==> src/rtl/qpu_lsu_icb_arb_pkg.sv <==
// Shared widths, arbiter constants and types for the LSU / measurement-writer
// ICB command arbiter.
package qpu_lsu_icb_arb_pkg;

  localparam int QPU_ADDR_SIZE = 32;
  localparam int QPU_XLEN      = 32;
  localparam int QPU_MAX_BURST = 4;

  localparam logic SRC_M0 = 1'b0;
  localparam logic SRC_M1 = 1'b1;

  typedef enum logic [1:0] {
    ST_IDLE = 2'd0,
    ST_OWN0 = 2'd1,
    ST_OWN1 = 2'd2
  } arb_state_e;

  typedef struct packed {
    logic [QPU_ADDR_SIZE-1:0] addr;
    logic                     read;
    logic [QPU_XLEN-1:0]      wdata;
    logic [QPU_XLEN/8-1:0]    wmask;
    logic                     src;
  } icb_cmd_t;

endpackage

==> src/rtl/qpu_lsu_icb_arb_cmd_fifo.sv <==
// Two-entry command buffer between the arbiter and the data-memory port.
// Head is presented combinationally; an empty buffer drives an all-zero head.
module qpu_lsu_icb_arb_cmd_fifo
  import qpu_lsu_icb_arb_pkg::*;
#(
  parameter int FIFO_DEPTH = 2
) (
  input  logic     clk,
  input  logic     rst,
  input  logic     push,
  input  icb_cmd_t push_cmd,
  output logic     full,
  input  logic     out_ready,
  output logic     out_valid,
  output icb_cmd_t out_cmd
);

  icb_cmd_t   mem [0:FIFO_DEPTH-1];
  logic       wr_ptr_reg;
  logic       rd_ptr_reg;
  logic [1:0] count_reg;
  logic       pop;

  assign out_valid = (count_reg != 2'd0);
  assign full      = (count_reg == 2'd2);
  assign pop       = out_valid & out_ready;
  assign out_cmd   = out_valid ? mem[rd_ptr_reg] : '0;

  always_ff @(posedge clk) begin
    if (push) begin
      mem[wr_ptr_reg] <= push_cmd;
    end
  end

  always_ff @(posedge clk) begin
    if (rst) begin
      wr_ptr_reg <= 1'b0;
      rd_ptr_reg <= 1'b0;
      count_reg  <= 2'd0;
    end else begin
      if (push) wr_ptr_reg <= ~wr_ptr_reg;
      if (pop)  rd_ptr_reg <= ~rd_ptr_reg;
      case ({push, pop})
        2'b10:   count_reg <= count_reg + 2'd1;
        2'b01:   count_reg <= count_reg - 2'd1;
        default: count_reg <= count_reg;
      endcase
    end
  end

endmodule

==> src/rtl/qpu_lsu_icb_arb.sv <==
// Arbitrates the LSU (m0) and measurement writer (m1) onto one data-memory ICB
// command channel with bounded bursts and a two-entry output buffer.
module qpu_lsu_icb_arb
  import qpu_lsu_icb_arb_pkg::*;
#(
  parameter int MAX_BURST  = QPU_MAX_BURST,
  parameter int FIFO_DEPTH = 2
) (
  input  logic                     clk,
  input  logic                     rst,
  input  logic                     m0_icb_cmd_valid,
  output logic                     m0_icb_cmd_ready,
  input  logic [QPU_ADDR_SIZE-1:0] m0_icb_cmd_addr,
  input  logic                     m0_icb_cmd_read,
  input  logic [QPU_XLEN-1:0]      m0_icb_cmd_wdata,
  input  logic [QPU_XLEN/8-1:0]    m0_icb_cmd_wmask,
  input  logic                     m1_icb_cmd_valid,
  output logic                     m1_icb_cmd_ready,
  input  logic [QPU_ADDR_SIZE-1:0] m1_icb_cmd_addr,
  input  logic                     m1_icb_cmd_read,
  input  logic [QPU_XLEN-1:0]      m1_icb_cmd_wdata,
  input  logic [QPU_XLEN/8-1:0]    m1_icb_cmd_wmask,
  output logic                     s_icb_cmd_valid,
  input  logic                     s_icb_cmd_ready,
  output logic [QPU_ADDR_SIZE-1:0] s_icb_cmd_addr,
  output logic                     s_icb_cmd_read,
  output logic [QPU_XLEN-1:0]      s_icb_cmd_wdata,
  output logic [QPU_XLEN/8-1:0]    s_icb_cmd_wmask,
  output logic                     s_icb_cmd_src
);

  localparam logic [3:0] MAX_BURST_C = 4'(MAX_BURST);

  arb_state_e state_reg, state_next;
  logic [3:0] burst_cnt_reg, burst_cnt_next;
  logic       last_srv_reg, last_srv_next;
  logic       gnt_vld, gnt_id;
  logic       fifo_full, accept;
  icb_cmd_t   in_cmd, head_cmd;

  // Grant is purely a function of state and valids; it is only ever given to a valid requester.
  always_comb begin
    gnt_vld = 1'b0;
    gnt_id  = SRC_M0;
    case (state_reg)
      ST_OWN0: begin
        if (m0_icb_cmd_valid && (burst_cnt_reg < MAX_BURST_C || !m1_icb_cmd_valid)) begin
          gnt_vld = 1'b1;
          gnt_id  = SRC_M0;
        end else if (m1_icb_cmd_valid) begin
          gnt_vld = 1'b1;
          gnt_id  = SRC_M1;
        end
      end
      ST_OWN1: begin
        if (m1_icb_cmd_valid && (burst_cnt_reg < MAX_BURST_C || !m0_icb_cmd_valid)) begin
          gnt_vld = 1'b1;
          gnt_id  = SRC_M1;
        end else if (m0_icb_cmd_valid) begin
          gnt_vld = 1'b1;
          gnt_id  = SRC_M0;
        end
      end
      default: begin
        if (m0_icb_cmd_valid && m1_icb_cmd_valid) begin
          gnt_vld = 1'b1;
          gnt_id  = ~last_srv_reg;
        end else if (m0_icb_cmd_valid) begin
          gnt_vld = 1'b1;
          gnt_id  = SRC_M0;
        end else if (m1_icb_cmd_valid) begin
          gnt_vld = 1'b1;
          gnt_id  = SRC_M1;
        end
      end
    endcase
  end

  assign accept           = gnt_vld & ~fifo_full & ~rst;
  assign m0_icb_cmd_ready = accept & (gnt_id == SRC_M0);
  assign m1_icb_cmd_ready = accept & (gnt_id == SRC_M1);

  // A full buffer freezes the FSM, burst counter and last-served marker.
  always_comb begin
    state_next     = state_reg;
    burst_cnt_next = burst_cnt_reg;
    last_srv_next  = last_srv_reg;
    if (!fifo_full) begin
      if (accept) begin
        state_next    = (gnt_id == SRC_M1) ? ST_OWN1 : ST_OWN0;
        last_srv_next = gnt_id;
        if (state_reg == state_next) begin
          burst_cnt_next = (burst_cnt_reg == MAX_BURST_C) ? MAX_BURST_C : burst_cnt_reg + 4'd1;
        end else begin
          burst_cnt_next = 4'd1;
        end
      end else begin
        state_next = ST_IDLE;
      end
    end
  end

  always_ff @(posedge clk) begin
    if (rst) begin
      state_reg     <= ST_IDLE;
      burst_cnt_reg <= 4'd0;
      last_srv_reg  <= SRC_M1;
    end else begin
      state_reg     <= state_next;
      burst_cnt_reg <= burst_cnt_next;
      last_srv_reg  <= last_srv_next;
    end
  end

  always_comb begin
    if (gnt_id == SRC_M1) begin
      in_cmd = '{addr: m1_icb_cmd_addr, read: m1_icb_cmd_read, wdata: m1_icb_cmd_wdata,
                 wmask: m1_icb_cmd_wmask, src: SRC_M1};
    end else begin
      in_cmd = '{addr: m0_icb_cmd_addr, read: m0_icb_cmd_read, wdata: m0_icb_cmd_wdata,
                 wmask: m0_icb_cmd_wmask, src: SRC_M0};
    end
  end

  qpu_lsu_icb_arb_cmd_fifo #(
    .FIFO_DEPTH(FIFO_DEPTH)
  ) u_cmd_fifo (
    .clk      (clk),
    .rst      (rst),
    .push     (accept),
    .push_cmd (in_cmd),
    .full     (fifo_full),
    .out_ready(s_icb_cmd_ready),
    .out_valid(s_icb_cmd_valid),
    .out_cmd  (head_cmd)
  );

  assign s_icb_cmd_addr  = head_cmd.addr;
  assign s_icb_cmd_read  = head_cmd.read;
  assign s_icb_cmd_wdata = head_cmd.wdata;
  assign s_icb_cmd_wmask = head_cmd.wmask;
  assign s_icb_cmd_src   = head_cmd.src;

endmodule

==> config.mk <==
export PLATFORM = sky130hd
export DESIGN_NAME = qpu_lsu_icb_arb
export DESIGN_NICKNAME = d
export VERILOG_FILES = /design/src/rtl/qpu_lsu_icb_arb_pkg.sv /design/src/rtl/qpu_lsu_icb_arb_cmd_fifo.sv /design/src/rtl/qpu_lsu_icb_arb.sv
export SDC_FILE = /design/constraint.sdc
export NUM_CORES = 1
export LEC_CHECK = 0
export ABC_AREA = 0
export BUFFER_PORTS_ARGS = -buffer_cell sky130_fd_sc_hd__buf_2
export CAP_MARGIN = 20
export CELL_PAD_IN_SITES_DETAIL_PLACEMENT = 1
export CELL_PAD_IN_SITES_GLOBAL_PLACEMENT = 1
export CORE_ASPECT_RATIO = 1.25
export CORE_MARGIN = 1
export CORE_UTILIZATION = 28
export CTS_CLUSTER_DIAMETER = 30
export DETAILED_ROUTE_END_ITERATION = 12
export GPL_TIMING_DRIVEN = 0
export PLACE_DENSITY_LB_ADDON = 0.1
export SKIP_LAST_GASP = 1
export SLEW_MARGIN = 15
export SYNTH_ARGS = -nofsm -noshare
export SYNTH_HDL_FRONTEND = slang
export SYNTH_HIERARCHICAL = 1
export SYNTH_SLANG_ARGS = --single-unit
==> constraint.sdc <==
create_clock -name clk -period 8.18 [get_ports clk]
set_clock_uncertainty 0.15 [all_clocks]
set_input_delay 0.409 -clock clk [delete_from_list [all_inputs] [get_ports clk]]
set_output_delay 0.409 -clock clk [all_outputs]
set_load 0.01 [all_outputs]
# Word-level counts from Yosys, hierarchy flattened
# Memory sizes are Yosys's and may differ from the RTL's. A register that Yosys moved wholly into a read port is not among the register bits.
# Cells that the tools add are included.
classes:
  reduce_logical: 10
  shift: 0
  div_mod_pow: 0
  eq_ne: 7
  add_sub_neg: 3
  n_bitwise: 11
  order_cmp: 1
  mux: 23
  mul: 0
op_table:
  columns: ["cell", "n"]
  rows:
  - ["$mux 70", 2]
  - ["$mux 1", 14]
  - ["$mux 4", 2]
  - ["$eq 2x2->1 const B", 3]
  - ["$not 1->1", 6]
  - ["$and 1x1->1", 5]
  - ["$add 4x1->4 const B", 1]
  - ["$eq 2x1->1 const B", 2]
  - ["$eq 4x3->1 const B", 1]
  - ["$lt 4x3->1 const B", 1]
  - ["$mux 2", 2]
  - ["$pmux 1 s2", 2]
  - ["$pmux 2 s2", 1]
  - ["$reduce_bool 2->1", 2]
  - ["$logic_and 1x1->1", 3]
  - ["$add 2x1->2 const B", 1]
  - ["$eq 2x2->1", 1]
  - ["$logic_not 1->1", 2]
  - ["$logic_or 1x1->1", 2]
  - ["$reduce_and 2->1", 1]
  - ["$sub 2x1->2 const B", 1]
word_totals:
  memories: 1
  latch_bits: 0
  ramBits: 140
  register_bits: 11
  mem_bits_ro: 0
  elab_cells: 62
mem_list:
  columns: ["name", "depth", "word_bits", "read_ports", "rd_ports_with_merged_regs", "wr", "line", "text"]
  rows:
  - ["u_cmd_fifo.mem", 2, 70, 1, 1, 1, "qpu_lsu_icb_arb_cmd_fifo.sv:18", "icb_cmd_t mem [0:FIFO_DEPTH-1];"]

# Depth between registers and ports, before layout
depth:
  word_depth: 9
  depth_mapped: 10
  depth_no_buf: 9

# Cells and area by module
# The synthesis kept the hierarchy.
by_module_without_submodules:
  columns: ["module", "cells_per_inst", "area_per_inst_um2", "instances"]
  rows:
  - ["qpu_lsu_icb_arb_cmd_fifo", 320, 5457.7, 1]
  - ["qpu_lsu_icb_arb", 140, 1312.5, 1]

# Least setup slack after synthesis
# Ideal clock, no wire load.
synth_path:
  path_type: "flip-flop to flip-flop"
  from: "register u_cmd_fifo.count_reg[0]"
  to: "memory u_cmd_fifo/mem[0][0] in the netlist's numbering, enable pin"
  t_arrival_ns: 4.060
  setup_time_ns: 0.499
  t_required_ns: 7.531
  path_stages_with_launch: 8
  synth_period_minus_slack_ns: 4.709
  path_buffers: 1
  slack_ns: 3.471
  path_cell_list: "dfxtp_1 > nor2b_1 > o21ba_2 > nand2b_1 > clkbuf_1 > inv_1 > inv_1 > nor2_1"
synth_between:
  elab_chain_len: 6
synth_rtl:
  columns: ["element", "line", "text"]
  rows:
  - ["start, declared", "qpu_lsu_icb_arb_cmd_fifo.sv:21", "logic [1:0] count_reg;"]
  - ["start signal, assigned", "qpu_lsu_icb_arb_cmd_fifo.sv:44", "2'b10: count_reg <= count_reg + 2'd1;"]
  - ["start signal, assigned", "qpu_lsu_icb_arb_cmd_fifo.sv:45", "2'b01: count_reg <= count_reg - 2'd1;"]
  - ["start signal, assigned", "qpu_lsu_icb_arb_cmd_fifo.sv:46", "default: count_reg <= count_reg;"]
  - ["$eq 2x2->1", "qpu_lsu_icb_arb_cmd_fifo.sv:25", "assign full = (count_reg == 2'd2);"]
  - ["named net fifo_full", "qpu_lsu_icb_arb.sv:38", "logic fifo_full, accept;"]
  - ["$not 1->1 (no source line)", null, null]
  - ["$and 1x1->1 (2 in series)", "qpu_lsu_icb_arb.sv:79", "assign accept = gnt_vld & ~fifo_full & ~rst;"]
  - ["named net accept", "qpu_lsu_icb_arb.sv:38", null]
  - ["$mux 1", "qpu_lsu_icb_arb_cmd_fifo.sv:30", "if (push) begin"]
  - ["$mux 1 (implied by the code)", "qpu_lsu_icb_arb_cmd_fifo.sv:31", "mem[wr_ptr_reg] <= push_cmd;"]
  - ["end, declared", "qpu_lsu_icb_arb_cmd_fifo.sv:18", null]
# The timed path passes the listed nets, and every way through them passes these cells.

# Worst setup path in the final report
layout_path:
  from: "register state_reg[0]"
  to: "output port m0_icb_cmd_ready"
layout_between:
  elab_cells_between_ends: 8
  cone_classes: "eq/ne: 2; mux: 2; bitwise: 4"
layout_rtl:
  columns: ["element", "line", "text"]
  rows:
  - ["start, declared", "qpu_lsu_icb_arb.sv:34", "arb_state_e state_reg, state_next;"]
  - ["start signal, assigned", "qpu_lsu_icb_arb.sv:109", "state_reg <= state_next;"]
  - ["$eq 2x2->1 or $eq 2x1->1 (tied branches)", "qpu_lsu_icb_arb.sv:45", "case (state_reg)"]
  - ["$pmux 1 s2 *", "qpu_lsu_icb_arb.sv:45", null]
  - ["named net gnt_id", "qpu_lsu_icb_arb.sv:37", "logic gnt_vld, gnt_id;"]
  - ["$not 1->1 *", "qpu_lsu_icb_arb.sv:80", "assign m0_icb_cmd_ready = accept & (gnt_id == SRC_M0);"]
  - ["$and 1x1->1 *", "qpu_lsu_icb_arb.sv:80", null]
  - ["end, declared", "qpu_lsu_icb_arb.sv:12", "output logic m0_icb_cmd_ready,"]
# The timed path passes the listed nets; every way through them passes the cells marked *.

==> key figures <==
Route
  • Via density per instance: between 4 and 5
  • Initial drt markers: between 100 and 150
  • Via count: 4462
  • DRC viols: 0
  • ANT nets after route: 0
  • WL final: around 17 mm
  • Drt wl/cell: approximately 16 um
  • Pre-antenna DRT Iters: 4

Setup path
  • CP Data Arrival Time: roughly 2700 ps
  • Worst-path maximum fanout: 10
  • Crit start category: register
  • Buf/Inv on CP: 5
  • Crit. End Element: output pin
  • CP Data Required Time: between 7000 and 8000 ps
  • Crit-path slowest cell: a311oi_2
  • Crit-path leading delay family: buffers and inverters
  • Crit path largest cell delay: ~500 ps
  • WS Path Type: reg2out
  • Worst-path cell chain: inv_1, ha_1, nor2b_1, o311a_1, a311oi_2, buf_4, buf_4, inv_1, nor2_1, buf_2

Clocking
  • Clk slew on worst S/H paths: approximately 70 ps
  • PostCTS Resize Cnt: 0
  • H-tree depth: 4
  • CTS sink cnt: roughly 150
  • Clk Latency, worst-skew pair: 410 ps
  • CTS Hold Buffers Added: 0
  • Clock Tree Buf Depth: 2
  • Post-CTS Setup Bufs: 0
  • Clock root buffer: clkbuf_16
  • Inserted Clock Buffers: 17
  • CTS tree: built

Power and ir drop
  • Leakage power: ~3.5 nW
  • P per Cell Area: between 300 and 400 mW/mm^2
  • Max VDD drop: ~0.00015 V

STA
  • Final WS setup: 4900 ps
  • Fin Hold WS: 156 ps
  • Setup violations, final: 0
  • Worst Tran Pin Value: 960 ps
  • Max Slew Vio Count: 0
  • Slew HR: between 30 and 40%
  • RSZ-0062 raised after global routing: false
  • Final min period: between 3000 and 4000 ps
  • Post-route clock period utilization: ~40%
  • Hold Fails Final Rpt: 0
  • Peak Freq: 305 MHz
  • Fin Setup TNS: 0 ps

Floorplanning
  • Site row count: 63
  • Starting utilization of the core area: about 29%
  • Chip width: ~140 um
  • Core area: ~0.024 mm^2
  • Num ports: approximately 220
  • Die Area: 0.0248 mm^2
  • Vert. Die Dim: approximately 180 um

Place
  • PortBufs: ~220
  • RePlAce Congestion: approximately 0.75
  • Placed cell count: ~1k
  • Worst Setup Slack post-DPL: 5190 ps
  • DP HPWL: approximately 12 mm

Finish
  • Most frequent cells in the layout: 233 x buf_2, 140 x edfxtp_1, 82 x nor2_1
  • Nets: roughly 850
  • Filler Cell Count: 2565
  • Share of cells above drive strength 1: about half
  • Largest register FFs: 140
  • Final Non-Filler Cells: between 1k and 1.5k
  • Most common cell after layout, fill and taps aside: buf_2
  • Ant diodes: 0
  • Layout area overhead: 31.7%
  • Core Util, Final: a little under two fifths

Global routing
  • Largest net degree at the start of global routing: 43
  • Vias in the first global route: 4940
  • Gr ovfl total: 0
  • Initial antenna violation count: 0
  • GRT Resource Usage Total: between 10% and 20%
  • First-pass GRT wire length: ~26 mm

Yosys
  • Net count after synthesis: between 600 and 700
  • Async SR Flop Fraction: 0%
  • Cell Area, Synth: a little under 0.007 mm^2
  • Seq cells post-synth: ~150
  • Register area share after synthesis: between 60% and 70%
  • Avg Cell Area, Syn: 14.7 um^2
  • EDFF count, synth: 140
  • Post-synth top flop: edfxtp_1
  • Unique cell type count in the Yosys netlist: 31
  • Synth Instances: 460
  • YS warnings: 6

Run
  • Max_cap viols: 0

Outcome
  • Status: completed

Worst hold path
  • Hold Crit Class: in2reg
## kinds of logic after synthesis
kind of cell | synth area share, %
mux | 22.3
flops | 65.6
xor+xnor | 0.518
compound gates | 1.90
buf+inv | 2.55
fa+ha+maj | 0.924
simple gates | 6.17
## final cells by class
class / instances / area (um^2) / share of cell area, %
Inverter: 11 / 41.3 / 0.463
Sequential cell: 152 / 4440 / 49.8
Clock buffer: 19 / 433 / 4.85
Multi-Input combinational cell: 273 / 2160 / 24.3
Clock inverter: 13 / 120 / 1.35
Buffer: 24 / 131 / 1.47
Tap cell: 325 / 407 / 4.56
Timing Repair Buffer: 219 / 1180 / 13.2
## power by group
group | switching [mW] | internal (mW)
combinational | 0.576 | 0.411
clock | 0.312 | 0.421
sequential | 0.0323 | 1.00
total | 0.920 | 1.84
## worst paths after layout
| path | start | end | slack [ps] | cells after the start |
|---|---|---|---|---|
| hold reg to reg | u_cmd_fifo/rd_ptr_reg$_SDFFE_PP0P_ | register | 370 | 2 |
| setup / recovery | state_reg[0]$_SDFFE_PP0N_ | m0_icb_cmd_ready | 4900 | 10 |
| setup reg to reg | u_cmd_fifo/count_reg[0]$_SDFFE_PP0P_ | u_cmd_fifo/mem[0][21]$_DFFE_PP_ | 5370 | 9 |
| hold / removal | m0_icb_cmd_wmask[2] | u_cmd_fifo/mem[1][3]$_DFFE_PP_ | 160 | 2 |
## cell usage after synthesis (2+ instances only)
cell | number | share of area, %
a21oi_1 | 6 | 0.44
buf_2 | 18 | 1.3
buf_4 | 5 | 0.55
dfxtp_1 | 12 | 3.5
edfxtp_1 | 140 | 62
ha_1 | 5 | 0.92
inv_1 | 10 | 0.55
mux2_2 | 70 | 12
mux2i_1 | 72 | 11
nand2_1 | 6 | 0.33
nand2b_1 | 3 | 0.28
nor2_1 | 83 | 4.6
nor2b_1 | 3 | 0.28
nor3_1 | 3 | 0.22
o21ai_0 | 6 | 0.44
xnor2_1 | 2 | 0.26
xor2_1 | 2 | 0.26
## routing by layer
layer	global-route usage [%]	routed length, um	up-vias	part of all wire (%)
met5	0	0	-	0
met3	3.44	641	19	3.9
met1	14.9	6460	2172	39
met4	5.16	275	0	1.7
li1	-	-	2166	-
met2	26.4	9230	105	56
## through the flow
stage | total power, mW | cell area (um^2)
after floorplan | 1.66 | 6770
final | 2.76 | 8920
after detailed placement | 2.08 | 8370
after global routing | 2.93 | 8920
after global placement | 2.05 | 8250
after CTS | 2.83 | 8920
Power figures use the tool's default switching activity.
